==> src/rtl/dp2_pkg.sv <==
// dp2_pkg: shared mode constants and index helpers for the DP2 channel mux
package dp2_pkg;
  localparam logic MODE_MANUAL = 1'b0;
  localparam logic MODE_RR     = 1'b1;
  function automatic int unsigned next_idx(input int unsigned i, input int unsigned n);
    return (i + 1 >= n) ? 0 : i + 1;
  endfunction
endpackage

==> src/rtl/rr_arbiter.sv <==
// rr_arbiter: combinational round-robin pick of the first valid channel at or above ptr, wrapping
module rr_arbiter #(
  parameter int NCH  = 4,
  parameter int SELW = $clog2(NCH)
) (
  input  logic [NCH-1:0]  valid,
  input  logic [SELW-1:0] ptr,
  input  logic            en,
  output logic [NCH-1:0]  grant,
  output logic [SELW-1:0] idx
);
  logic found;
  logic [SELW-1:0] jj;
  always_comb begin
    grant = '0;
    idx   = '0;
    found = 1'b0;
    jj    = '0;
    for (int k = 0; k < NCH; k++) begin
      jj = SELW'((int'(ptr) + k) % NCH);
      if (en && !found && valid[jj]) begin
        found     = 1'b1;
        grant[jj] = 1'b1;
        idx       = jj;
      end
    end
  end
endmodule

==> src/rtl/mux_nto1_reg.sv <==
// mux_nto1_reg: registered N:1 channel mux with manual or round-robin selection and valid/ready output
module mux_nto1_reg
  import dp2_pkg::*;
#(
  parameter int WIDTH = 8,
  parameter int NCH   = 4,
  parameter int SELW  = $clog2(NCH)
) (
  input  logic                 clk,
  input  logic                 rst,
  input  logic [NCH*WIDTH-1:0] in_data,
  input  logic [NCH-1:0]       in_valid,
  output logic [NCH-1:0]       in_ready,
  input  logic                 mode,
  input  logic [SELW-1:0]      sel,
  output logic [WIDTH-1:0]     out_data,
  output logic                 out_valid,
  input  logic                 out_ready,
  output logic [SELW-1:0]      out_ch
);
  logic [WIDTH-1:0] ch_data [NCH];
  logic [NCH-1:0]   rr_grant, man_grant, grant;
  logic [SELW-1:0]  rr_idx, gidx, ptr;
  logic             free, xfer;
  for (genvar i = 0; i < NCH; i++) begin : g_split
    assign ch_data[i] = in_data[i*WIDTH +: WIDTH];
  end
  rr_arbiter #(.NCH(NCH), .SELW(SELW)) u_rr (
    .valid (in_valid),
    .ptr   (ptr),
    .en    (mode == MODE_RR),
    .grant (rr_grant),
    .idx   (rr_idx)
  );
  always_comb begin
    man_grant = (int'(sel) < NCH) ? ((NCH'(1) << sel) & in_valid) : '0;
    grant     = (mode == MODE_RR) ? rr_grant : man_grant;
    gidx      = (mode == MODE_RR) ? rr_idx : sel;
    free      = ~out_valid | out_ready;
    in_ready  = (free && !rst) ? grant : '0;
    xfer      = |in_ready;
  end
  always_ff @(posedge clk) begin
    if (rst) begin
      out_valid <= 1'b0;
      out_data  <= '0;
      out_ch    <= '0;
      ptr       <= '0;
    end else begin
      if (xfer) begin
        out_valid <= 1'b1;
        out_data  <= ch_data[gidx];
        out_ch    <= gidx;
      end else if (out_ready) begin
        out_valid <= 1'b0;
      end
      if (xfer && mode == MODE_RR) ptr <= SELW'(next_idx(32'(gidx), NCH));
    end
  end
endmodule

==> config.mk <==
export PLATFORM = sky130hd
export DESIGN_NAME = mux_nto1_reg
export DESIGN_NICKNAME = d
export VERILOG_FILES = /design/src/rtl/dp2_pkg.sv /design/src/rtl/rr_arbiter.sv /design/src/rtl/mux_nto1_reg.sv
export SDC_FILE = /design/constraint.sdc
export NUM_CORES = 1
export LEC_CHECK = 0
export ABC_AREA = 1
export CORE_ASPECT_RATIO = 2
export CORE_MARGIN = 5
export CORE_UTILIZATION = 40
export DETAILED_ROUTE_END_ITERATION = 8
export PLACE_DENSITY = 0.74
export REMOVE_ABC_BUFFERS = 1
export SETUP_SLACK_MARGIN = 0.5
export SLEW_MARGIN = 20
export SYNTH_ARGS = -nofsm -noshare
export SYNTH_HDL_FRONTEND = slang
export SYNTH_SLANG_ARGS = --single-unit
==> constraint.sdc <==
create_clock -name clk -period 2.5 [get_ports clk]
set_input_delay 0.5 -clock clk [delete_from_list [all_inputs] [get_ports clk]]
set_output_delay 0.5 -clock clk [all_outputs]
set_load 0.01 [all_outputs]
* Yosys cells after proc, flatten, opt, wreduce, memory -nomap -nowiden
Cells that the tools add are included.
** Storage, ports and cells
- Flip-flop bits (word level) :: 13
- Input bits :: 42
- Output and inout bits :: 15
** Operators by class
- $add $sub $neg :: 4
- $lt $le $gt $ge :: 10
- Shift-type cells :: 1
- Muxes and demuxes :: 36
- Bitwise operators :: 7
- Reduce and logical (&&, ||, !) cells :: 19
** Operators with widths (number)
- $mux 4 :: 6
- $bmux 8 s2 :: 1
- $mux 8 :: 2
- $logic_and 1x1->1 :: 13
- $mux 1 :: 13
- $lt 2x3->1 const B :: 4
- $mux 2 :: 6
- $or 4x4->4 :: 3
- $bmux 1 s2 :: 4
- $demux 1 s2 :: 4
- $ge 2x1->1 const B :: 4
- $ge 3x3->1 const B :: 2
- $add 2x2->2 const B :: 2
- $and 4x4->4 :: 1
- $logic_not 1->1 :: 4
- $reduce_or 4->1 :: 1
- $shl 1x2->4 const A :: 1
- $add 2x1->3 const B :: 1
- $not 2->3 :: 1
- $add 2x1->2 const B :: 1
- $reduce_bool 2->1 :: 1
- $not 1->1 :: 1
- $or 1x1->1 :: 1

* Logic depth before layout (Yosys ltp)
- Word-level depth :: 21
- Gate-level depth with buffers :: 17

* Hierarchy
From an unflattened synthesis, not the netlist that was laid out.
** Unflattened totals
- Cells, all modules :: 240
- Area, all modules :: 1460.2 um2
** Modules (own cells, without submodules)
- mux_nto1_reg :: times used 1, cells each 158, area each 954.7 um2, seq. area each 260.2 um2
- rr_arbiter :: times used 1, cells each 82, area each 505.5 um2, seq. area each 0.0 um2

* Worst setup path before layout
No wires, ideal clock.
- Path kind :: register -> output
- Start point :: reg ptr[0]
- End point :: out in_ready[2]
- Arrival :: 1.921 ns
- Setup slack :: 0.079 ns
- Cell stages (with the launch flop) :: 13
- Path buffers :: 1
- Path through :: dfxtp_1 inv_2 ha_1 inv_1 nand3_2 nand2_2 inv_2 nor2_4 buf_6 nand3_1 nand4_1 nand2_1 inv_1
** Between the ends
- Longest elaborated chain between the ends :: 18
- Elaborated cells on any way between the ends :: 53
- Classes of those cells :: add/sub (3); order compare (8); mux (25); bitwise (3); reduce/logical (14)
** RTL lines
- start: declaration :: RTL line mux_nto1_reg.sv:23 : logic [SELW-1:0] rr_idx, gidx, ptr;
- start signal: assignment :: RTL line mux_nto1_reg.sv:57 : if (xfer && mode == MODE_RR) ptr <= SELW'(next_idx(32'(gidx), NCH));
- parallel branches: the longest is 15 deep, another holds $lt 2x3->1
- $mux 4 * :: RTL line rr_arbiter.sv:21 : if (en && !found && valid[jj]) begin
- $mux 4 * :: RTL line mux_nto1_reg.sv:37 : grant = (mode == MODE_RR) ? rr_grant : man_grant;
- $mux 4 * :: RTL line mux_nto1_reg.sv:40 : in_ready = (free && !rst) ? grant : '0;
- end: declaration :: RTL line mux_nto1_reg.sv:13 : output logic [NCH-1:0] in_ready,
Every way passes the cells marked *. The select of a mux whose other input is x is not followed.

* Final worst setup path
- Start point :: reg ptr[1]
- End point :: out in_ready[2]
The elaborated chain is that of the path after synthesis.

==> results.md <==
- Synthesized cell area: approximately 1500 um^2
- Avg Inst Size Synth: about 6 um^2
- Drt drc: 0
- Fillers: roughly 280
- Primary FF master, synth: dfxtp_1
- Multi-input gate area: 1242 um^2
- Antenna viol nets, final: 0
- Worst path slowest cell: dfxtp_2
- Least-Margin Pin Slew: ~0.25 ns
- Inst Count DP: 380
- Ys async rst share: 0%
- Final #Nets: 401
- Crit path largest cell delay: 0.33 ns
- P_int: slightly above 0.9 mW
- Status: completed
- Commonest cells in the netlist: nand2_1 (74), nand3_1 (51), inv_1 (30), nor2_1 (14)
- PwrDens: between 500 and 600 nW/um^2
- First-iteration detailed-routing DRC count: 71
- Final WL: 6.331 mm
- Skew final: between 0.002 and 0.0025 ns
- Clock power frac: between 10% and 20%
- Met3 usage: ~4%
- Busiest grt layer: met2
- Total grt overflow: 0
- Yosys reg bits: 13
- Vias in the first global route: roughly 2100
- Psw: between 0.6 and 0.7 mW
- I/O pin cnt: between 50 and 60
- Gp weighted congestion: between 0.9 and 1
- Final Cycle Share: 97.47%
- Worst slew margin: between 80 and 90%
- Clock Tree Root: clkbuf_8
- Largest net degree at the start of global routing: 19
- Critical Path End Type: output pin
- Post-synth EDFFs: 0
- CTS tree: yes
- Hpwl dp: roughly 4.2 mm
- Num CTS Buffers: 3
- Core area: between 3000 and 4000 um^2
- Hold slack: between 0.5 and 0.6 ns
- Die area: between 5000 and 6000 um^2
- RSZ-0062 raised after global routing: yes
- Worst Setup Start Kind: flop
- VDD IR max: 0.3971 mV
- Max-Cap Viols: 0
- Reg clk slew, reported paths: about 0.060 ns
- Final cell count without fillers: 399
- Top-count cell post-synth: nand2_1
- Hold Path Class: flop to flop
- Vias: roughly 2100
- Wirelength per Cell: 15.87 um
- CP cell instances: inv_2 -> ha_4 -> buf_6 -> nand3_4 -> nand2_2 -> inv_2 -> nor2_4 -> buf_6 -> nand3_2 -> nand4_1 -> nand2_1 -> inv_1 -> buf_6
- Final setup violating endpoints: 0
- Main area contributors after synthesis: nand2_1 (19%), dfxtp_1 (17%), nand3_1 (17%)
- Crit-path max FO: 4
- First-pass DRT Iterations: 6
- Cell area after placement: ~2300 um^2
- Chip Height: about 96 um
- Leakage: 1.335 nW
- Sequential cell area: roughly 260 um^2
- Die W: ~53 um
- Most Frequent Cell on Critical Path: buf_6
- Sw Ratio: between 40% and 50%
- Share of cells above drive strength 1: a little over a third
- N_diodes: 0
- Critical path class: flop to output pin
- Design area: 2751 um^2
- CTS Sinks: 13
- Setup slack, reg-to-reg: 0.16 ns
- Total power draw: around 1.6 mW
- Longest Clk Path Bufs: 2
- Max H-tree Level: 1
- Netlist cell types: 24
- Comb power frac: between 70% and 80%
- F_max: slightly above 400 MHz
- GR met2 Demand/Resource: between 40% and 50%
- Starting Density: approximately two fifths
- Initial antenna violation count: 0
- Period minus WS final: roughly 2.4 ns
- Clk_lat worst skew: between 0.2 and 0.3 ns
- Top cell type's share of synthesized area: between 10% and 20%
- GR Util All Layers: between 20% and 30%
- Max-slew violation count: 0
- Synth Warn #: 0
- Register area share after synthesis: ~17%
- Final hold vios: 0
- WP data arrival: 1.94 ns
- Buffers on Ports: 56
- Area Growth Syn to Fin: 84.02%
- Site Rows: 31
- Global-route wire length before repair: about 9.4 mm
- Area leader, netlist: nand2_1
- Worst path required time: around 2.0 ns
- Grt met1 use: about a fifth
- Post-Syn Instances: between 200 and 300
- Via density: 5.258
- Flop pwr share: 17.5%
==> layer usage <==
| metal | wire length, um | part of all wire (%) |
|---|---|---|
| met5 | 0 | 0 |
| met4 | 402 | 6.3 |
| met3 | 297 | 4.7 |
| met2 | 3665 | 58 |
| met1 | 1966 | 31 |
==> path summary, 6_finish.rpt <==
path,startpoint,cells past startpoint,end
max,ptr[1],13,in_ready[2]
min,out_ch[0],2,out_ch[0]
max reg2reg,ptr[1],19,ptr[1]
min reg2reg,out_ch[0],2,out_ch[0]
==> area by class of cell <==
type	instances	area share, %
clock buffer	4	1.637
inverter	34	4.638
multi-input combinational	195	45.16
sequential	13	9.550
tap	49	2.228
timing repair buffer	104	36.79
==> cells in the final DEF, fill, tap and decap left out, types with 7 or more instances in the layout <==
cell	count
inv_2	8
a21oi_1	8
clkdlybuf4s50_1	47
nand3_1	33
nand3_2	23
nand2_2	11
nor2_1	12
nand2_1	67
ha_1	7
buf_4	31
dfxtp_1	11
buf_6	17
inv_1	26
==> power groups by stage <==
stage | clock (mW) | combinational [mW] | sequential, mW
floorplan | 0 | 0.394 | 0.304
global placement | 0 | 0.821 | 0.278
detailed placement | 0 | 0.831 | 0.280
CTS | 0.190 | 1.01 | 0.277
global route | 0.202 | 1.20 | 0.281
finish | 0.193 | 1.12 | 0.278
==> worst max-delay path, delay by kind of cell (launching register included) <==
kind	cells	cell delay [ns]
adder cells (fa/ha/maj)	1	0.28
buffers and inverters	6	0.52
flip-flops	1	0.33
AND/OR/NAND/NOR	6	0.57
==> per-stage QoR <==
stage               utilization [%]   TNS, ns  setup WS, ns
global placement              64.41    -1.697       -0.3874
finish                        76.27         0       0.06316
detailed placement            64.41    -2.048       -0.4037
global route                  76.27  -0.03335      -0.03335
floorplan                         -         0       0.04677
CTS                           72.77         0        0.2006
==> state kept, by name (all words and copies together), names as in the netlist <==
signal / cells
out_data: 8
out_ch: 2
ptr: 2
out_valid: 1
==> cells by family after synthesis <==
kind of cell | after synthesis | share of synthesized area (%)
compound gates | 20 | 7.029
fa+ha+maj | 8 | 6.695
buf+inv | 42 | 12.97
flops | 13 | 17.41
simple gates | 167 | 55.90
==> repair_timing <==
| action | in CTS | in global routing |
|---|---|---|
| pin swaps | 20 | 19 |
| resized for setup | 66 | 28 |
| cloned | 3 | 0 |
| setup endpoints to repair | 17 | 17 |
| hold buffers | 0 | 0 |
| buffers inserted | 10 | 2 |
Power figures use the tool's default switching activity.
